===== config.mk =====
export PLATFORM = sky130hd
export DESIGN_NAME = fht_input_loader_flat
export DESIGN_NICKNAME = d
export VERILOG_FILES = /design/src/rtl/fht_input_loader_pkg.sv /design/src/rtl/fht_input_loader_if.sv /design/src/rtl/fht_input_loader_bitrev.sv /design/src/rtl/fht_input_loader.sv /design/src/flat_wrapper.sv
export SDC_FILE = /design/constraint.sdc
export NUM_CORES = 1
export LEC_CHECK = 0
export ABC_CLOCK_PERIOD_IN_PS = 3600
export CAP_MARGIN = 30
export CORE_MARGIN = 2
export CORE_UTILIZATION = 52
export DETAILED_ROUTE_END_ITERATION = 8
export GPL_TIMING_DRIVEN = 0
export PLACE_DENSITY = 0.81
export SYNTH_ARGS = -nofsm -noshare
export SYNTH_HDL_FRONTEND = slang
export SYNTH_HIERARCHICAL = 1
export SYNTH_SLANG_ARGS = --single-unit
export TNS_END_PERCENT = 10

===== constraint.sdc =====
create_clock -name clk -period 3.6 [get_ports clk]
set_input_delay 0.72 -clock clk [delete_from_list [all_inputs] [get_ports clk]]
set_output_delay 0.72 -clock clk [all_outputs]
set_load 0.005 [all_outputs]

===== src/rtl/fht_input_loader_pkg.sv =====
`default_nettype none
// ============================================================================
// Module      : fht_input_loader_pkg
// Description : Shared types, constants and helpers for the FHT input loader.
// Revision    : 1.0 - initial release
// ============================================================================
package fht_input_loader_pkg;

    // Default geometry: bank address width and resulting frame length
    localparam int DEF_A_BIT = 8;
    localparam int N_PTS     = 2 ** (DEF_A_BIT + 2);

    // Loader sequencing states
    typedef enum logic [2:0] {
        ST_LOAD  = 3'd0,
        ST_FLUSH = 3'd1,
        ST_START = 3'd2,
        ST_ACK   = 3'd3,
        ST_RUN   = 3'd4
    } state_t;

    // Reverse the low 'width' bits of 'val'; bits above 'width' come back zero
    function automatic logic [31:0] bitrev(input logic [31:0] val, input int width);
        logic [31:0] res;
        res = '0;
        for (int i = 0; i < 32; i++) begin
            if (i < width) begin
                res[width-1-i] = val[i];
            end
        end
        return res;
    endfunction

endpackage : fht_input_loader_pkg
`default_nettype wire


===== src/rtl/fht_input_loader_if.sv =====
`default_nettype none
// ============================================================================
// Module      : fht_input_loader_if
// Description : Sample-stream handshake, FHT control and bank-write bundle.
// Revision    : 1.0 - initial release
// ============================================================================
interface fht_input_loader_if #(
    parameter int A_BIT = 8,
    parameter int D_BIT = 16
);
    logic             valid;    // input sample valid
    logic [D_BIT-1:0] data;     // input sample
    logic             ready;    // loader accepts a sample this cycle
    logic             fht_rdy;  // fht_control idle/done
    logic             start;    // one-cycle start pulse to fht_control
    logic [A_BIT-1:0] addr_wr;  // bank write address
    logic [D_BIT-1:0] data_wr;  // bank write data
    logic [3:0]       we;       // one-hot bank write enable [bank3..bank0]
    logic             busy;     // frame in progress or transform running
    logic             err;      // sticky start-acknowledge timeout

    // Environment side: sample source plus FHT status
    modport master (
        output valid, data, fht_rdy,
        input  ready, start, addr_wr, data_wr, we, busy, err
    );

    // Loader side
    modport slave (
        input  valid, data, fht_rdy,
        output ready, start, addr_wr, data_wr, we, busy, err
    );
endinterface : fht_input_loader_if
`default_nettype wire


===== src/rtl/fht_input_loader_bitrev.sv =====
`default_nettype none
// ============================================================================
// Module      : fht_bitrev
// Description : Combinational bit-order reversal of a WIDTH-bit index.
// Revision    : 1.0 - initial release
// ============================================================================
module fht_bitrev #(
    parameter int WIDTH = 10
) (
    input  wire logic [WIDTH-1:0] i_val,
    output logic      [WIDTH-1:0] o_val
);
    // Pure wiring: output bit i takes input bit WIDTH-1-i
    for (genvar i = 0; i < WIDTH; i++) begin : g_rev
        assign o_val[i] = i_val[WIDTH-1-i];
    end
endmodule : fht_bitrev
`default_nettype wire


===== src/rtl/fht_input_loader.sv =====
`default_nettype none
// ============================================================================
// Module      : fht_input_loader
// Description : Loads one frame of samples into the four FHT data banks in
//               bit-reversed order, then starts the transform and waits for
//               it to finish before accepting the next frame.
// Revision    : 1.0 - initial release
// ============================================================================
module fht_input_loader
    import fht_input_loader_pkg::*;
#(
    parameter int A_BIT  = 8,
    parameter int D_BIT  = 16,
    parameter int ACK_TO = 16
) (
    input  wire logic          clk,
    input  wire logic          rst,
    fht_input_loader_if.slave  bus
);
    localparam int                c_IDX_W   = A_BIT + 2;
    localparam logic [c_IDX_W-1:0] c_LAST   = '1;
    localparam int                c_TO_W    = $clog2(ACK_TO + 1);
    localparam logic [c_TO_W-1:0] c_TO_LAST = c_TO_W'(ACK_TO - 1);

    state_t              r_state;
    logic [c_IDX_W-1:0]  r_cnt;
    logic [c_TO_W-1:0]   r_tcnt;
    logic [3:0]          r_we;
    logic [A_BIT-1:0]    r_addr;
    logic [D_BIT-1:0]    r_data;
    logic                r_err;

    logic [c_IDX_W-1:0]  w_rev;
    logic                w_ready;
    logic                w_accept;

    // Bit-reversed frame index: low two bits pick the bank, the rest the address
    fht_bitrev #(.WIDTH(c_IDX_W)) u_bitrev (
        .i_val (r_cnt),
        .o_val (w_rev)
    );

    // Samples are taken only while loading; held low during the reset cycle
    assign w_ready  = (r_state == ST_LOAD) && !rst;
    assign w_accept = bus.valid && w_ready;

    // Sequencing, sample/timeout counters and registered bank-write port
    always_ff @(posedge clk) begin
        if (rst) begin
            r_state <= ST_LOAD;
            r_cnt   <= '0;
            r_tcnt  <= '0;
            r_we    <= '0;
            r_addr  <= '0;
            r_data  <= '0;
            r_err   <= 1'b0;
        end else begin
            r_we <= '0;
            if (w_accept) begin
                r_we   <= 4'b0001 << w_rev[1:0];
                r_addr <= w_rev[c_IDX_W-1:2];
                r_data <= bus.data;
                r_cnt  <= r_cnt + c_IDX_W'(1);
            end

            case (r_state)
                ST_LOAD: begin
                    // Counter wraps to zero on the final sample of the frame
                    if (w_accept && (r_cnt == c_LAST)) begin
                        r_state <= ST_FLUSH;
                    end
                end
                ST_FLUSH: begin
                    r_state <= ST_START;
                end
                ST_START: begin
                    // Pulse goes out only while the FHT reports idle
                    r_tcnt <= '0;
                    if (bus.fht_rdy) begin
                        r_state <= ST_ACK;
                    end
                end
                ST_ACK: begin
                    if (!bus.fht_rdy) begin
                        r_state <= ST_RUN;
                        r_tcnt  <= '0;
                    end else if (r_tcnt == c_TO_LAST) begin
                        r_err   <= 1'b1;
                        r_state <= ST_LOAD;
                        r_cnt   <= '0;
                        r_tcnt  <= '0;
                    end else begin
                        r_tcnt <= r_tcnt + c_TO_W'(1);
                    end
                end
                ST_RUN: begin
                    if (bus.fht_rdy) begin
                        r_state <= ST_LOAD;
                    end
                end
                default: begin
                    r_state <= ST_LOAD;
                end
            endcase
        end
    end

    assign bus.ready   = w_ready;
    assign bus.start   = (r_state == ST_START) && bus.fht_rdy;
    assign bus.we      = r_we;
    assign bus.addr_wr = r_addr;
    assign bus.data_wr = r_data;
    assign bus.err     = r_err;
    assign bus.busy    = (r_state != ST_LOAD) || (r_cnt != '0) || w_accept;

endmodule : fht_input_loader
`default_nettype wire


===== src/flat_wrapper.sv =====
// flat-port wrapper written by rule: the top's interface ports become plain ports
module fht_input_loader_flat import fht_input_loader_pkg::*;
#(
    parameter int A_BIT  = 8,
    parameter int D_BIT  = 16,
    parameter int ACK_TO = 16
)
  (clk, rst, bus_valid, bus_data, bus_fht_rdy, bus_ready, bus_start, bus_addr_wr, bus_data_wr, bus_we, bus_busy, bus_err);
  fht_input_loader_if #(.A_BIT(A_BIT), .D_BIT(D_BIT)) bus_i ();
  input  wire logic clk;
  input  wire logic rst;
  input wire logic [$bits(bus_i.valid)-1:0] bus_valid;
  input wire logic [$bits(bus_i.data)-1:0] bus_data;
  input wire logic [$bits(bus_i.fht_rdy)-1:0] bus_fht_rdy;
  output wire logic [$bits(bus_i.ready)-1:0] bus_ready;
  output wire logic [$bits(bus_i.start)-1:0] bus_start;
  output wire logic [$bits(bus_i.addr_wr)-1:0] bus_addr_wr;
  output wire logic [$bits(bus_i.data_wr)-1:0] bus_data_wr;
  output wire logic [$bits(bus_i.we)-1:0] bus_we;
  output wire logic [$bits(bus_i.busy)-1:0] bus_busy;
  output wire logic [$bits(bus_i.err)-1:0] bus_err;
  assign bus_i.valid = bus_valid;
  assign bus_i.data = bus_data;
  assign bus_i.fht_rdy = bus_fht_rdy;
  assign bus_ready = bus_i.ready;
  assign bus_start = bus_i.start;
  assign bus_addr_wr = bus_i.addr_wr;
  assign bus_data_wr = bus_i.data_wr;
  assign bus_we = bus_i.we;
  assign bus_busy = bus_i.busy;
  assign bus_err = bus_i.err;
  fht_input_loader #(.A_BIT(A_BIT), .D_BIT(D_BIT), .ACK_TO(ACK_TO)) u_core (.clk(clk), .rst(rst), .bus(bus_i));
endmodule

==> report_table.html <==
<table>
<tr><th>Metric</th><th>Value</th></tr>
<tr><th colspan="2">STA</th></tr>
<tr><td>Setup violators final</td><td>0</td></tr>
<tr><td>Unrepaired setup endpoints after global routing</td><td>no</td></tr>
<tr><td>Min cycle time layout</td><td>3310 ps</td></tr>
<tr><td>Worst slew margin relative to its limit</td><td>0.710</td></tr>
<tr><td>Fin crit share</td><td>0.920</td></tr>
<tr><td>Number of hold-slack violations in the final timing report</td><td>0</td></tr>
<tr><td>Final count of pins violating max slew</td><td>0</td></tr>
<tr><td>Total negative slack for setup checks</td><td>0 ps</td></tr>
<tr><td>Pin slew with the least headroom to its limit</td><td>435 ps</td></tr>
<tr><td>Post-Route Skew</td><td>1.53 ps</td></tr>
<tr><td>Achievable Freq</td><td>302 MHz</td></tr>
<tr><td>Worst setup slack after layout</td><td>287 ps</td></tr>
<tr><th colspan="2">Yosys</th></tr>
<tr><td>Commonest cells post-synth</td><td>47 x sky130_fd_sc_hd__dfxtp_1, 34 x sky130_fd_sc_hd__nand2_1, 25 x sky130_fd_sc_hd__nand2b_1, 20 x sky130_fd_sc_hd__nor2_1, 15 x sky130_fd_sc_hd__o21ai_0</td></tr>
<tr><td>Syn. warnings</td><td>6</td></tr>
<tr><td>Biggest area consumer among synthesized cells</td><td>sky130_fd_sc_hd__dfxtp_1</td></tr>
<tr><td>Sequential fraction of the synthesis area</td><td>0.459</td></tr>
<tr><td>Number of synthesized flops with an enable pin</td><td>0</td></tr>
<tr><td>Number of standard cells after synthesis</td><td>235</td></tr>
<tr><td>Synth unique cells</td><td>37</td></tr>
<tr><td>Area share of the leading cell type in the synthesized netlist</td><td>0.459</td></tr>
<tr><td>Avg Inst Size Synth</td><td>8.73 um2</td></tr>
<tr><td>Top area cells in the synthesized netlist</td><td>sky130_fd_sc_hd__dfxtp_1 46%, sky130_fd_sc_hd__nand2b_1 7.6%, sky130_fd_sc_hd__nand2_1 6.2%</td></tr>
<tr><td>Most frequent cell after synthesis</td><td>sky130_fd_sc_hd__dfxtp_1</td></tr>
<tr><td>Dominant synthesized flop cell</td><td>sky130_fd_sc_hd__dfxtp_1</td></tr>
<tr><td>Post-synthesis instance area</td><td>2050 um2</td></tr>
<tr><td>Net count after synthesis</td><td>258</td></tr>
<tr><td>Async set-reset flop share out of synthesis</td><td>0</td></tr>
<tr><td>Register bit count reported by yosys</td><td>47</td></tr>
<tr><th colspan="2">Power and ir drop</th></tr>
<tr><td>Part of the power in combinational logic</td><td>0.116</td></tr>
<tr><td>Cell Pwr Density</td><td>351 nW/um2</td></tr>
<tr><td>P_leak</td><td>0.00101 uW</td></tr>
<tr><td>Power Internal</td><td>740 uW</td></tr>
<tr><td>Peak supply drop</td><td>196 uV</td></tr>
<tr><td>Clock power frac</td><td>0.311</td></tr>
<tr><td>Power dissipated by switching net loads</td><td>209 uW</td></tr>
<tr><td>Sequential cell fraction of total power</td><td>0.573</td></tr>
<tr><td>Switch share</td><td>0.220</td></tr>
<tr><th colspan="2">Clock network</th></tr>
<tr><td>CTS tree</td><td>yes</td></tr>
<tr><td>Root Buffer</td><td>sky130_fd_sc_hd__clkbuf_8</td></tr>
<tr><td>Buffer count from post-CTS setup fixing</td><td>0</td></tr>
<tr><td>Clk slew on worst S/H paths</td><td>80 ps</td></tr>
<tr><td>Insertion delay to the later sink of the worst-skew pair</td><td>290 ps</td></tr>
<tr><td>CTS resizes</td><td>0</td></tr>
<tr><td>Count of hold buffers inserted by post-cts repair</td><td>0</td></tr>
<tr><td>Number of buffers inserted during clock tree synthesis</td><td>5</td></tr>
<tr><td>CTS HTree Levels</td><td>2</td></tr>
<tr><td>Maximum count of clock buffers along a single path</td><td>2</td></tr>
<tr><td>Clock sink count</td><td>47</td></tr>
<tr><th colspan="2">Placement</th></tr>
<tr><td>Weighted congestion at the end of routability-driven global placement</td><td>0.774</td></tr>
<tr><td># port buffers</td><td>51</td></tr>
<tr><td>HPWL after detailed placement</td><td>3.01 mm</td></tr>
<tr><td>Setup slack after placement</td><td>262 ps</td></tr>
<tr><th colspan="2">Floorplanning</th></tr>
<tr><td>Die W</td><td>66.8 um</td></tr>
<tr><td>Count of standard-cell rows</td><td>22</td></tr>
<tr><td>Num ports</td><td>52</td></tr>
<tr><td>Vert. Die Dim</td><td>66.8 um</td></tr>
<tr><td>Die area</td><td>4460 um2</td></tr>
<tr><td>Placeable Area</td><td>3720 um2</td></tr>
<tr><td>Initial core utilization</td><td>0.552</td></tr>
<tr><th colspan="2">Setup path</th></tr>
<tr><td>Arr. time, crit path</td><td>2590 ps</td></tr>
<tr><td>Crit Path Max Fanout</td><td>8</td></tr>
<tr><td>Endpoint class of the critical path</td><td>output pin</td></tr>
<tr><td>Critical path type</td><td>in -&gt; out</td></tr>
<tr><td>CP required</td><td>2880 ps</td></tr>
<tr><td>Startpoint kind of the worst setup timing path</td><td>input port</td></tr>
<tr><th colspan="2">Job</th></tr>
<tr><td>Max-capacitance violation count</td><td>0</td></tr>
<tr><th colspan="2">Global routing</th></tr>
<tr><td>Number of antenna violations at the first check in global routing</td><td>0</td></tr>
<tr><td>Total grt overflow</td><td>0</td></tr>
<tr><td>Largest net degree at the start of global routing</td><td>14</td></tr>
<tr><td>Wire length of the first global-routing pass</td><td>6.71 mm</td></tr>
<tr><td>Vias in the first global route</td><td>1,498</td></tr>
<tr><td>GRT Util Overall</td><td>0.198</td></tr>
<tr><th colspan="2">Finish</th></tr>
<tr><td>Core utilization of the finished layout</td><td>0.728</td></tr>
<tr><td>Ratio of cells with drive above 1 in the final layout</td><td>0.109</td></tr>
<tr><td>Number of diodes added for antenna fixing</td><td>0</td></tr>
<tr><td>Area growth from synthesis to final layout</td><td>31.8%</td></tr>
<tr><td>Total number of nets in the final design</td><td>316</td></tr>
<tr><th colspan="2">Hold path</th></tr>
<tr><td>Worst hold path type</td><td>reg -&gt; reg</td></tr>
<tr><th colspan="2">Drt</th></tr>
<tr><td>Number of detailed-route iterations in the first pass</td><td>4</td></tr>
<tr><td>Starting DRC count in detailed routing</td><td>77</td></tr>
<tr><td>Total via count in the routed design</td><td>1,710</td></tr>
<tr><td>Routed len/inst</td><td>12.0 um</td></tr>
<tr><td>Via-per-instance ratio</td><td>5.00</td></tr>
<tr><td>DRC viols</td><td>0</td></tr>
<tr><td>Post-route ant nets</td><td>0</td></tr>
<tr><td>Wire length after detailed routing</td><td>4.10 mm</td></tr>
<tr><th colspan="2">Status</th></tr>
<tr><td>Status</td><td>finished clean</td></tr>
</table>
## path summary, 6_finish.rpt
kind / startpoint / slack [ps] / cells after the start / to
max: rst / 290 / 7 / bus_busy
min: u_core/bus.data_wr[1]$_SDFFE_PP0N_ / 470 / 2 / u_core/bus.data_wr[1]$_SDFFE_PP0N_
max reg2reg: u_core/r_state[0]$_SDFFE_PP0P_ / 1730 / 8 / u_core/bus.data_wr[7]$_SDFFE_PP0N_
min reg2reg: u_core/bus.data_wr[1]$_SDFFE_PP0N_ / 470 / 2 / u_core/bus.data_wr[1]$_SDFFE_PP0N_
## routing by layer
layer / GRT usage / vias up / share of wire
met5: 0 / - / 0
met3: 0.0625 / 6 / 0.052
met4: 0.0765 / 0 / 0.013
li1: - / 900 / -
met2: 0.313 / 41 / 0.45
met1: 0.252 / 763 / 0.48
## cell usage in the layout, fill, tap and decap left out, drive strengths merged, types with 3 or more instances in the layout
cell type	count
clkbuf	11
nand3	5
buf	18
nor4	4
nand2b	25
and3	4
xnor2	5
clkdlybuf4s50	51
ha	3
nor2	20
o21ai	25
xor2	3
nand2	35
dfxtp	47
nand4	4
nor3	5
a21oi	7
## state kept, by name (all words and copies together), names as in the netlist
signal,count
u_core/r_state,3
u_core/bus.addr_wr,8
u_core/bus.we,4
u_core/bus.data_wr,16
u_core/r_tcnt,5
u_core/r_cnt,10
u_core/bus.err,1
## area by class of cell
type                       count  area, um2
fill                         310       1010
sequential                    47        941
multi-input combinational    163        922
timing repair buffer          51        510
buffer                        22        173
clock buffer                   7       76.3
tap                           48       60.1
inverter                       3       16.3
clock inverter                 1       5.00
## critical path: stages
cell,delay [ps]
sky130_fd_sc_hd__clkdlybuf4s50_1,520
sky130_fd_sc_hd__or4_4,450
sky130_fd_sc_hd__buf_6,150
sky130_fd_sc_hd__clkinv_4,70
sky130_fd_sc_hd__nand2_1,90
sky130_fd_sc_hd__nand4_1,80
sky130_fd_sc_hd__clkdlybuf4s50_1,500
## per-stage QoR
step	total power [uW]	cell area, um2	hold WS (ps)	instances
6_report	949	2700	467	342
5_1_grt	989	2700	483	342
4_1_cts	961	2700	467	342
3_5_place_dp	666	2620	454	334
3_3_place_gp	665	2620	453	334
2_1_floorplan	603	2050	458	235
## logic make-up (layout without fill, tap and decap cells)
| family | count (synthesis) | in the layout | synth area share |
|---|---|---|---|
| AOI/OAI and AO/OA | 37 | 37 | 0.0988 |
| xor gates and xnor gates | 8 | 8 | 0.0341 |
| adders and majority gates | 3 | 3 | 0.0183 |
| buffers and inverters | 25 | 84 | 0.0921 |
| DFF | 47 | 47 | 0.459 |
| and+or+nand+nor | 115 | 115 | 0.298 |
## power groups by stage
| stage | clock (uW) | combinational (uW) | sequential (uW) |
|---|---|---|---|
| 2_1_floorplan | 0 | 45.4 | 557 |
| 3_3_place_gp | 0 | 110 | 556 |
| 3_5_place_dp | 0 | 110 | 556 |
| 4_1_cts | 306 | 111 | 544 |
| 5_1_grt | 324 | 120 | 545 |
| 6_report | 295 | 110 | 544 |
Note: power is estimated with default switching activity, not from simulation.
